## src/rtl/ram_arb_pkg.sv

```systemverilog
// Shared types and default widths for the two-port RAM arbiter.
package ram_arb_pkg;

    localparam int ADDR_WIDTH_DEF = 4;
    localparam int DATA_WIDTH_DEF = 8;

    typedef enum logic [1:0] {
        IDLE       = 2'd0,
        WRITE      = 2'd1,
        RD_ISSUE   = 2'd2,
        RD_CAPTURE = 2'd3
    } state_t;

    typedef enum logic {
        GNT_A = 1'b0,
        GNT_B = 1'b1
    } grant_t;

endpackage

```

## src/rtl/ram_arbiter_rr_arb2.sv

```systemverilog
// Two-input round-robin picker; last_grant advances only when update is strobed.
module rr_arb2
    import ram_arb_pkg::*;
(
    input  logic   clk,
    input  logic   reset,
    input  logic   req_a,
    input  logic   req_b,
    input  logic   update,
    output grant_t winner,
    output logic   any_req
);

    grant_t last_grant;

    // Winner selection: a lone requester wins, a tie goes to the port not served last.
    always_comb begin
        any_req = req_a | req_b;
        if (req_a && req_b) begin
            winner = (last_grant == GNT_A) ? GNT_B : GNT_A;
        end else if (req_b) begin
            winner = GNT_B;
        end else begin
            winner = GNT_A;
        end
    end

    // Round-robin history; reset to B so that A wins the first tie.
    always_ff @(posedge clk) begin
        if (reset) begin
            last_grant <= GNT_B;
        end else if (update) begin
            last_grant <= winner;
        end else begin
            last_grant <= last_grant;
        end
    end

endmodule

```

## src/rtl/ram_arbiter.sv

```systemverilog
// Shares a single-port registered-read RAM between ports A and B.
// Optional build macro RAM_ARB_LOCK_EN adds the b_lock exclusive-access input.
module ram_arbiter
    import ram_arb_pkg::*;
#(
    parameter int ADDR_WIDTH = ADDR_WIDTH_DEF,
    parameter int DATA_WIDTH = DATA_WIDTH_DEF
) (
    input  logic                  clk,
    input  logic                  reset,
    input  logic                  a_req,
    input  logic                  a_we,
    input  logic [ADDR_WIDTH-1:0] a_addr,
    input  logic [DATA_WIDTH-1:0] a_wdata,
    output logic                  a_ack,
    output logic [DATA_WIDTH-1:0] a_rdata,
    input  logic                  b_req,
    input  logic                  b_we,
    input  logic [ADDR_WIDTH-1:0] b_addr,
    input  logic [DATA_WIDTH-1:0] b_wdata,
    output logic                  b_ack,
    output logic [DATA_WIDTH-1:0] b_rdata,
`ifdef RAM_ARB_LOCK_EN
    input  logic                  b_lock,
`endif
    output logic                  ram_we,
    output logic                  ram_oe,
    output logic [ADDR_WIDTH-1:0] ram_addr,
    output logic [DATA_WIDTH-1:0] ram_wdata,
    input  logic [DATA_WIDTH-1:0] ram_rdata
);

    state_t                  state;
    grant_t                  grant;
    grant_t                  winner;
    logic                    any_req;
    logic                    req_a_eff;
    logic                    rr_update;
    logic                    sel_we;
    logic [ADDR_WIDTH-1:0]   sel_addr;
    logic [DATA_WIDTH-1:0]   sel_wdata;

    // While locked, A is invisible to the picker and the round-robin history is frozen.
`ifdef RAM_ARB_LOCK_EN
    assign req_a_eff = a_req & ~b_lock;
    assign rr_update = (state == IDLE) & any_req & ~b_lock;
`else
    assign req_a_eff = a_req;
    assign rr_update = (state == IDLE) & any_req;
`endif

    rr_arb2 u_rr (
        .clk     (clk),
        .reset   (reset),
        .req_a   (req_a_eff),
        .req_b   (b_req),
        .update  (rr_update),
        .winner  (winner),
        .any_req (any_req)
    );

    // Request fields of the port the picker selected.
    always_comb begin
        sel_we    = a_we;
        sel_addr  = a_addr;
        sel_wdata = a_wdata;
        if (winner == GNT_B) begin
            sel_we    = b_we;
            sel_addr  = b_addr;
            sel_wdata = b_wdata;
        end else begin
            sel_we    = a_we;
            sel_addr  = a_addr;
            sel_wdata = a_wdata;
        end
    end

    // Transaction sequencer, RAM drive and return path, all registered.
    always_ff @(posedge clk) begin
        if (reset) begin
            state     <= IDLE;
            grant     <= GNT_A;
            ram_we    <= 1'b0;
            ram_oe    <= 1'b0;
            ram_addr  <= {ADDR_WIDTH{1'b0}};
            ram_wdata <= {DATA_WIDTH{1'b0}};
            a_ack     <= 1'b0;
            b_ack     <= 1'b0;
            a_rdata   <= {DATA_WIDTH{1'b0}};
            b_rdata   <= {DATA_WIDTH{1'b0}};
        end else begin
            a_ack <= 1'b0;
            b_ack <= 1'b0;
            case (state)
                IDLE: begin
                    ram_we <= 1'b0;
                    ram_oe <= 1'b0;
                    if (any_req) begin
                        grant     <= winner;
                        ram_addr  <= sel_addr;
                        ram_wdata <= sel_wdata;
                        if (sel_we) begin
                            ram_we <= 1'b1;
                            state  <= WRITE;
                        end else begin
                            ram_oe <= 1'b1;
                            state  <= RD_ISSUE;
                        end
                    end else begin
                        state <= IDLE;
                    end
                end
                WRITE: begin
                    ram_we <= 1'b0;
                    state  <= IDLE;
                    if (grant == GNT_B) begin
                        b_ack <= 1'b1;
                    end else begin
                        a_ack <= 1'b1;
                    end
                end
                RD_ISSUE: begin
                    // oe stays up a second cycle so the RAM drives its output register.
                    ram_oe <= 1'b1;
                    state  <= RD_CAPTURE;
                end
                RD_CAPTURE: begin
                    ram_oe <= 1'b0;
                    state  <= IDLE;
                    if (grant == GNT_B) begin
                        b_rdata <= ram_rdata;
                        b_ack   <= 1'b1;
                    end else begin
                        a_rdata <= ram_rdata;
                        a_ack   <= 1'b1;
                    end
                end
                default: begin
                    ram_we <= 1'b0;
                    ram_oe <= 1'b0;
                    state  <= IDLE;
                end
            endcase
        end
    end

endmodule

```

## config.mk

```make
export PLATFORM = sky130hd
export DESIGN_NAME = ram_arbiter
export DESIGN_NICKNAME = d
export VERILOG_FILES = /design/src/rtl/ram_arb_pkg.sv /design/src/rtl/ram_arbiter_rr_arb2.sv /design/src/rtl/ram_arbiter.sv
export SDC_FILE = /design/constraint.sdc
export NUM_CORES = 1
export LEC_CHECK = 0
export CORE_UTILIZATION = 40
export DETAILED_ROUTE_END_ITERATION = 16
export GPL_TIMING_DRIVEN = 0
export PLACE_DENSITY = 0.91
export SYNTH_ARGS = -nofsm -noshare
export SYNTH_HDL_FRONTEND = slang
export SYNTH_HIERARCHICAL = 1
export SYNTH_SLANG_ARGS = --single-unit
export TNS_END_PERCENT = 30
```

## constraint.sdc

```tcl
create_clock -name clk -period 1.8 [get_ports clk]
set_input_delay 0.36 -clock clk [delete_from_list [all_inputs] [get_ports clk]]
set_output_delay 0.36 -clock clk [all_outputs]
set_load 0.005 [all_outputs]
```

==> flow_metrics.py, run 1 <==
metrics = {
    "logic_synthesis": {
        "synth_compound_area_share_pct": 16.61,
        "synth_edf_count": 0,
        "synthAdderAreaFrac_pct": 0,
        "synth_area_sq_um": 1446,
        "synth_top_family_by_area": "simple AND/OR/NAND/NOR gates",
        "yosysTopAreaCell": "dfxtp_1",
        "synth-xor-area-share_pct": 0,
        "synth.yosys.seq_area_share_pct": 49.83,
        "synth.top_cell.area_share_pct": 49.83,
        "yosys-mux-area-fraction_pct": 9.689,
        "synth_cell_type_count": 24,
        "syn_inst": 157,
        "yosys_most_used_dff": "dfxtp_1",
        "syn_nets": 195,
        "yosys_warnings": 6,
        "synthArstFlopShare_pct": 0,
        "synthTopCellsByArea": "dfxtp_1, mux2i_1, nand2_1, a211oi_2, a21oi_1",
        "yosys_register_bits": 36,
        "postSynthAreaPerCell_sq_um": 9.213,
        "yosys.area_share.simple_pct": 19.20,
    },
    "timing": {
        "relSlewSlack_pct": 60.12,
        "max_freq_mhz": 605.4,
        "layout_min_cycle_time_ns": 1.652,
        "hold_viol": 0,
        "tightest_slew_ns": 0.5982,
        "final_max_slew_viol_count": 0,
        "rsz0062_at_grt": "no",
        "setup_ws_ns": 0.1482,
        "finClkSkew_ns": 0.009206,
        "finalCritPeriodShare_pct": 91.77,
        "setup_viol": 0,
    },
    "detailed_routing": {
        "vias": 1363,
        "viasPerCell": 4.851,
        "drc": 0,
        "routed_wl_microns": 3448,
        "drt_iter0_markers": 34,
        "firstDrtPassIters": 4,
        "wl_per_cell_microns": 12.27,
        "antenna_left": 0,
    },
    "floorplanning": {
        "coreArea_sq_um": 3390,
        "io_pins": 70,
        "die_area_sq_um": 3860,
        "rows": 21,
        "dieHeight_microns": 62.13,
        "initial_core_util_pct": 42.67,
        "die_w_microns": 62.13,
    },
    "clock_network": {
        "path_clk_slew_ns": 0.10,
        "clock_path_buffers": 2,
        "cts.sinks": 36,
        "clock_tree.root_cell": "clkbuf_4",
        "cts.hold.buffers_added": 0,
        "clk_latency_ns": 0.33,
        "cts_tree": "built",
        "cts_buffers": 5,
        "cts_max_level": 2,
    },
    "setup_path": {
        "end_kind": "flip-flop",
        "critPathArrivalTime_ns": 1.85,
        "cp_max_fo": 10,
        "reg2reg_setup_slack_ns": 0.37,
        "crit_required_ns": 2.00,
        "crit_type": "input pin to flip-flop",
        "start_kind": "input pin",
    },
    "outcome": {
        "run_status": "finished clean",
    },
    "layout": {
        "nets": 273,
        "final_common_cell": "clkdlybuf4s50_1",
        "fillers": 271,
        "final_cell_mix": "clkdlybuf4s50_1, nand2_1, dfxtp_1, a21oi_1",
        "diodes": 0,
        "fin_cells": 281,
        "area_delta_synth_final_pct": 56.14,
        "drive_above_1_share_pct": 9.787,
        "final_cell_area_sq_um": 2258,
    },
    "power_and_ir_drop": {
        "leakage_nw": 0.8296,
        "ir_drop_uv": 530.0,
        "pwr_density_cell_nw_per_um2": 785.7,
    },
    "placement": {
        "hpwlAfterDp_microns": 2680,
        "place_area_sq_um": 2195,
        "portBuffers": 69,
        "dp.cells": 272,
        "place.gp.congestion": 0.8173,
        "dp_slack_ns": -0.3186,
    },
    "grt": {
        "grtUsageTotal_pct": 19.34,
        "overflow": 0,
        "grt_max_degree": 12,
        "grt_pass1_wl_microns": 5927,
        "antenna_found_initial": 0,
        "grt_pass1_vias": 1321,
    },
    "flow_run": {
        "drv_cap": 0,
    },
    "worst_hold_path": {
        "hp-class": "flip-flop to flip-flop",
    },
}
[metrics by stage]
stage                     util (%)  total power, mW  setup TNS, ns  hold WS, ns
after floorplan                  -            1.148              0       0.4483
after global placement       64.75            1.379         -2.508       0.4416
after detailed placement     64.75            1.394         -2.867       0.4474
after CTS                    66.11            1.773              0       0.4611
after global routing         66.63            1.865              0       0.4830
final                        66.63            1.774              0       0.4596
[logic make-up (layout without fill, tap and decap cells)]
group	after synthesis	count (layout)
and+or+nand+nor	62	62
DFF	36	36
AOI/OAI and AO/OA	33	33
muxes	14	14
buffers and inverters	12	90
[Yosys cell counts (2+ instances only)]
cell type,count
dfxtp_1,36
nor2_1,14
buf_6,2
clkbuf_1,6
and3b_1,2
a211oi_1,5
nand2_1,37
a211oi_2,7
mux2i_1,14
buf_2,3
nand3_1,2
a21oi_1,17
[registers in the layout, summed over array words and instances, names as in the netlist]
signal and cells:
b_rdata 8, ram_addr 4, u_rr/last_grant 1, ram_wdata 8
state 2, a_rdata 8, a_ack 1, ram_we 1
grant 1, ram_oe 1, b_ack 1
[per-layer routing]
metal	routed length (microns)	track usage [%]
met5	0	0
met4	74	11.05
met3	138	3.309
met2	1736	32.97
met1	1498	22.83
[critical path, stage by stage]
cell	delay, ns
clkdlybuf4s50_1	0.46
a21boi_1	0.18
buf_2	0.22
clkbuf_4	0.28
mux2i_1	0.26
a211oi_2	0.09
[report_power, final]
part	total [mW]	switching [mW]	leakage [nW]	internal (mW)
clock network	0.387	0.244	0.0281	0.144
registers	0.901	0.0344	0.295	0.866
logic	0.486	0.201	0.507	0.286
[final timing paths]
path / start / endpoint / cells after the start
worst max-delay path: b_req / ram_wdata[6]$_SDFFE_PP0P_ / 6
worst min-delay path: a_rdata[3]$_SDFFE_PP0P_ / a_rdata[3]$_SDFFE_PP0P_ / 2
worst max register to register: u_rr/last_grant$_SDFFE_PP1P_ / ram_wdata[6]$_SDFFE_PP0P_ / 5
worst min register to register: a_rdata[3]$_SDFFE_PP0P_ / a_rdata[3]$_SDFFE_PP0P_ / 2
[layout make-up]
cell class | count | area (sq um) | area share [%]
Sequential cell | 36 | 720.7 | 31.91
Timing Repair Buffer | 71 | 705.7 | 31.25
Multi-Input combinational cell | 109 | 658.1 | 29.14
Tap cell | 46 | 57.56 | 2.548
Buffer | 12 | 70.07 | 3.102
Clock inverter | 1 | 5.005 | 0.2216
Clock buffer | 6 | 41.29 | 1.828
[repair_timing]
| item | CTS | global route |
|---|---|---|
| resized for setup | 0 | 1 |
| endpoints found under the setup margin | 0 | 2 |
| setup buffers | 0 | 2 |
Note: power is estimated with default switching activity, not from simulation.
==> run 2, diff against run 1 <==
--- a/config.mk
+++ b/config.mk
@@ -5,6 +5,7 @@
 export SDC_FILE = /design/constraint.sdc
 export NUM_CORES = 1
 export LEC_CHECK = 0
+export ABC_CLOCK_PERIOD_IN_PS = 1800
 export CORE_UTILIZATION = 40
 export DETAILED_ROUTE_END_ITERATION = 16
 export GPL_TIMING_DRIVEN = 0
@@ -13,4 +14,3 @@
 export SYNTH_HDL_FRONTEND = slang
 export SYNTH_HIERARCHICAL = 1
 export SYNTH_SLANG_ARGS = --single-unit
-export TNS_END_PERCENT = 30
==> results of run 2 <==
The final DEF is identical to that of run 1; final timing and power are the same.
==> run 3, diff against run 2 <==
--- a/config.mk
+++ b/config.mk
@@ -6,10 +6,11 @@
 export NUM_CORES = 1
 export LEC_CHECK = 0
 export ABC_CLOCK_PERIOD_IN_PS = 1800
-export CORE_UTILIZATION = 40
+export CORE_UTILIZATION = 55
 export DETAILED_ROUTE_END_ITERATION = 16
+export DONT_BUFFER_PORTS = 1
 export GPL_TIMING_DRIVEN = 0
-export PLACE_DENSITY = 0.91
+export PLACE_DENSITY = 0.82
 export SYNTH_ARGS = -nofsm -noshare
 export SYNTH_HDL_FRONTEND = slang
 export SYNTH_HIERARCHICAL = 1
==> flow_metrics.py, run 3 (synthesized netlist as in run 1, its figures left out) <==
metrics = {
    "placement": {
        "place.gp.congestion": 0.7311,
        "portBuffers": 0,
        "dp_slack_ns": 0.1845,
        "hpwlAfterDp_microns": 2306,
    },
    "layout": {
        "multi_input_area_sq_um": 658.1,
        "area_delta_synth_final_pct": 6.920,
        "final_common_cell": "nand2_1",
        "seq_area_sq_um": 720.7,
        "reg_top3": "a_rdata (8), b_rdata (8), ram_wdata (8)",
        "drive_above_1_share_pct": 13.33,
        "nets": 202,
        "diodes": 0,
        "fillers": 226,
        "final_cell_mix": "nand2_1, dfxtp_1, a21oi_1, mux2i_1, nor2_1",
        "utilization_pct": 62.42,
    },
    "outcome": {
        "run_status": "finished clean",
    },
    "detailed_routing": {
        "vias": 1127,
        "firstDrtPassIters": 4,
        "drc": 0,
        "wl_per_cell_microns": 15.78,
        "antenna_left": 0,
        "drt_iter0_markers": 14,
        "routed_wl_microns": 3077,
        "viasPerCell": 5.779,
    },
    "clock_network": {
        "postCtsSetupRepairBufs": 0,
        "post_cts_resized": 0,
        "cts_max_level": 2,
        "cts.sinks": 36,
        "path_clk_slew_ns": 0.10,
        "clock_tree.root_cell": "clkbuf_4",
        "cts.hold.buffers_added": 0,
        "cts_buffers": 5,
        "clock_path_buffers": 2,
        "cts_tree": "built",
        "clk_latency_ns": 0.34,
    },
    "grt": {
        "grtUsageTotal_pct": 23.36,
        "grt_pass1_vias": 1068,
        "grt_pass1_wl_microns": 4636,
        "grt_max_degree": 12,
        "overflow": 0,
        "antenna_found_initial": 0,
    },
    "worst_hold_path": {
        "hold_depth": 1,
        "min_to": "u_rr/last_grant$_SDFFE_PP1P_",
        "hp-start": "reset",
        "hp-class": "input pin to flip-flop",
    },
    "setup_path": {
        "end_kind": "flip-flop",
        "cp_max_fo": 11,
        "crit_type": "flip-flop to flip-flop",
        "r2r-end": "u_rr/last_grant$_SDFFE_PP1P_",
        "reg2reg_setup_slack_ns": 0.19,
        "rr_worst_depth": 5,
        "crit_required_ns": 2.04,
        "crit_start": "state[1]$_SDFF_PP0_",
        "start_kind": "flip-flop",
        "reg2reg_from": "state[1]$_SDFF_PP0_",
        "critPathArrivalTime_ns": 1.85,
    },
    "floorplanning": {
        "initial_core_util_pct": 58.38,
        "dieHeight_microns": 53.28,
        "coreArea_sq_um": 2477,
        "die_area_sq_um": 2839,
        "io_pins": 70,
        "die_w_microns": 53.28,
        "rows": 18,
    },
    "timing": {
        "rsz0062_at_grt": "no",
        "final_max_slew_viol_count": 0,
        "layout_min_cycle_time_ns": 1.609,
        "finClkSkew_ns": 0.005149,
        "hold_slack_ns": 0.1049,
        "setup_tns_ns": 0,
        "max_freq_mhz": 621.6,
        "finalCritPeriodShare_pct": 89.37,
        "tightest_slew_ns": 0.6027,
        "setup_viol": 0,
        "hold_viol": 0,
        "setup_ws_ns": 0.1913,
        "relSlewSlack_pct": 59.82,
    },
    "power_and_ir_drop": {
        "p_total_mw": 1.640,
        "pwr_density_cell_nw_per_um2": 1060,
        "leakage_nw": 0.5665,
        "ir_drop_uv": 900.4,
    },
    "flow_run": {
        "drv_cap": 0,
    },
}
[run 3: cell types whose count changed in the layout (fill, tap and decap cells not counted)]
| cell | change |
|---|---|
| clkdlybuf4s50_1 | -69 |
| buf_4 | -2 |
| buf_2 | +1 |
| clkbuf_4 | -1 |
| clkbuf_8 | +1 |
| clkinv_2 | -1 |
| clkinvlp_4 | +1 |
[run 3: worst max-delay path by stage]
stage	end	slack [ns]
2_1_floorplan	u_rr/last_grant$_SDFFE_PP1P_	0.33
3_3_place_gp	u_rr/last_grant$_SDFFE_PP1P_	0.23
3_5_place_dp	u_rr/last_grant$_SDFFE_PP1P_	0.18
4_1_cts	u_rr/last_grant$_SDFFE_PP1P_	0.18
5_1_grt	u_rr/last_grant$_SDFFE_PP1P_	0.08
6_report	u_rr/last_grant$_SDFFE_PP1P_	0.19
[run 3: per-layer routing]
layer	global-route usage (%)	up-vias	routed length, microns
li1	-	549	-
met1	23.78	512	1214
met2	40.42	58	1504
met3	9.483	8	294
met4	11.84	0	63
met5	0	-	0
[run 3: final cells by class]
cell class              instances  area share, %
flip-flops and latches         36          46.60
clock inverters                 1         0.4854
well taps                      30          2.427
multi-input cells             109          42.56
plain buffers                  12          4.369
clock buffers                   7          3.560
[run 3: where the power goes]
part,switching [mW],internal (mW)
sequential,0.0514,0.867
combinational,0.154,0.115
clock,0.261,0.191
total,0.467,1.17
[run 3: worst max-delay path, stage by stage, from the launching register on]
cell and delay [ns]:
dfxtp_1 0.32, buf_2 0.16, nor3b_4 0.41, buf_4 0.30
nor2b_1 0.07, a211o_1 0.25
[run 3: through the flow]
| stage | instances | instance area [sq um] |
|---|---|---|
| after floorplan | 157 | 1446 |
| after global placement | 187 | 1484 |
| after detailed placement | 187 | 1484 |
| after CTS | 195 | 1546 |
| after global routing | 195 | 1546 |
| final | 195 | 1546 |
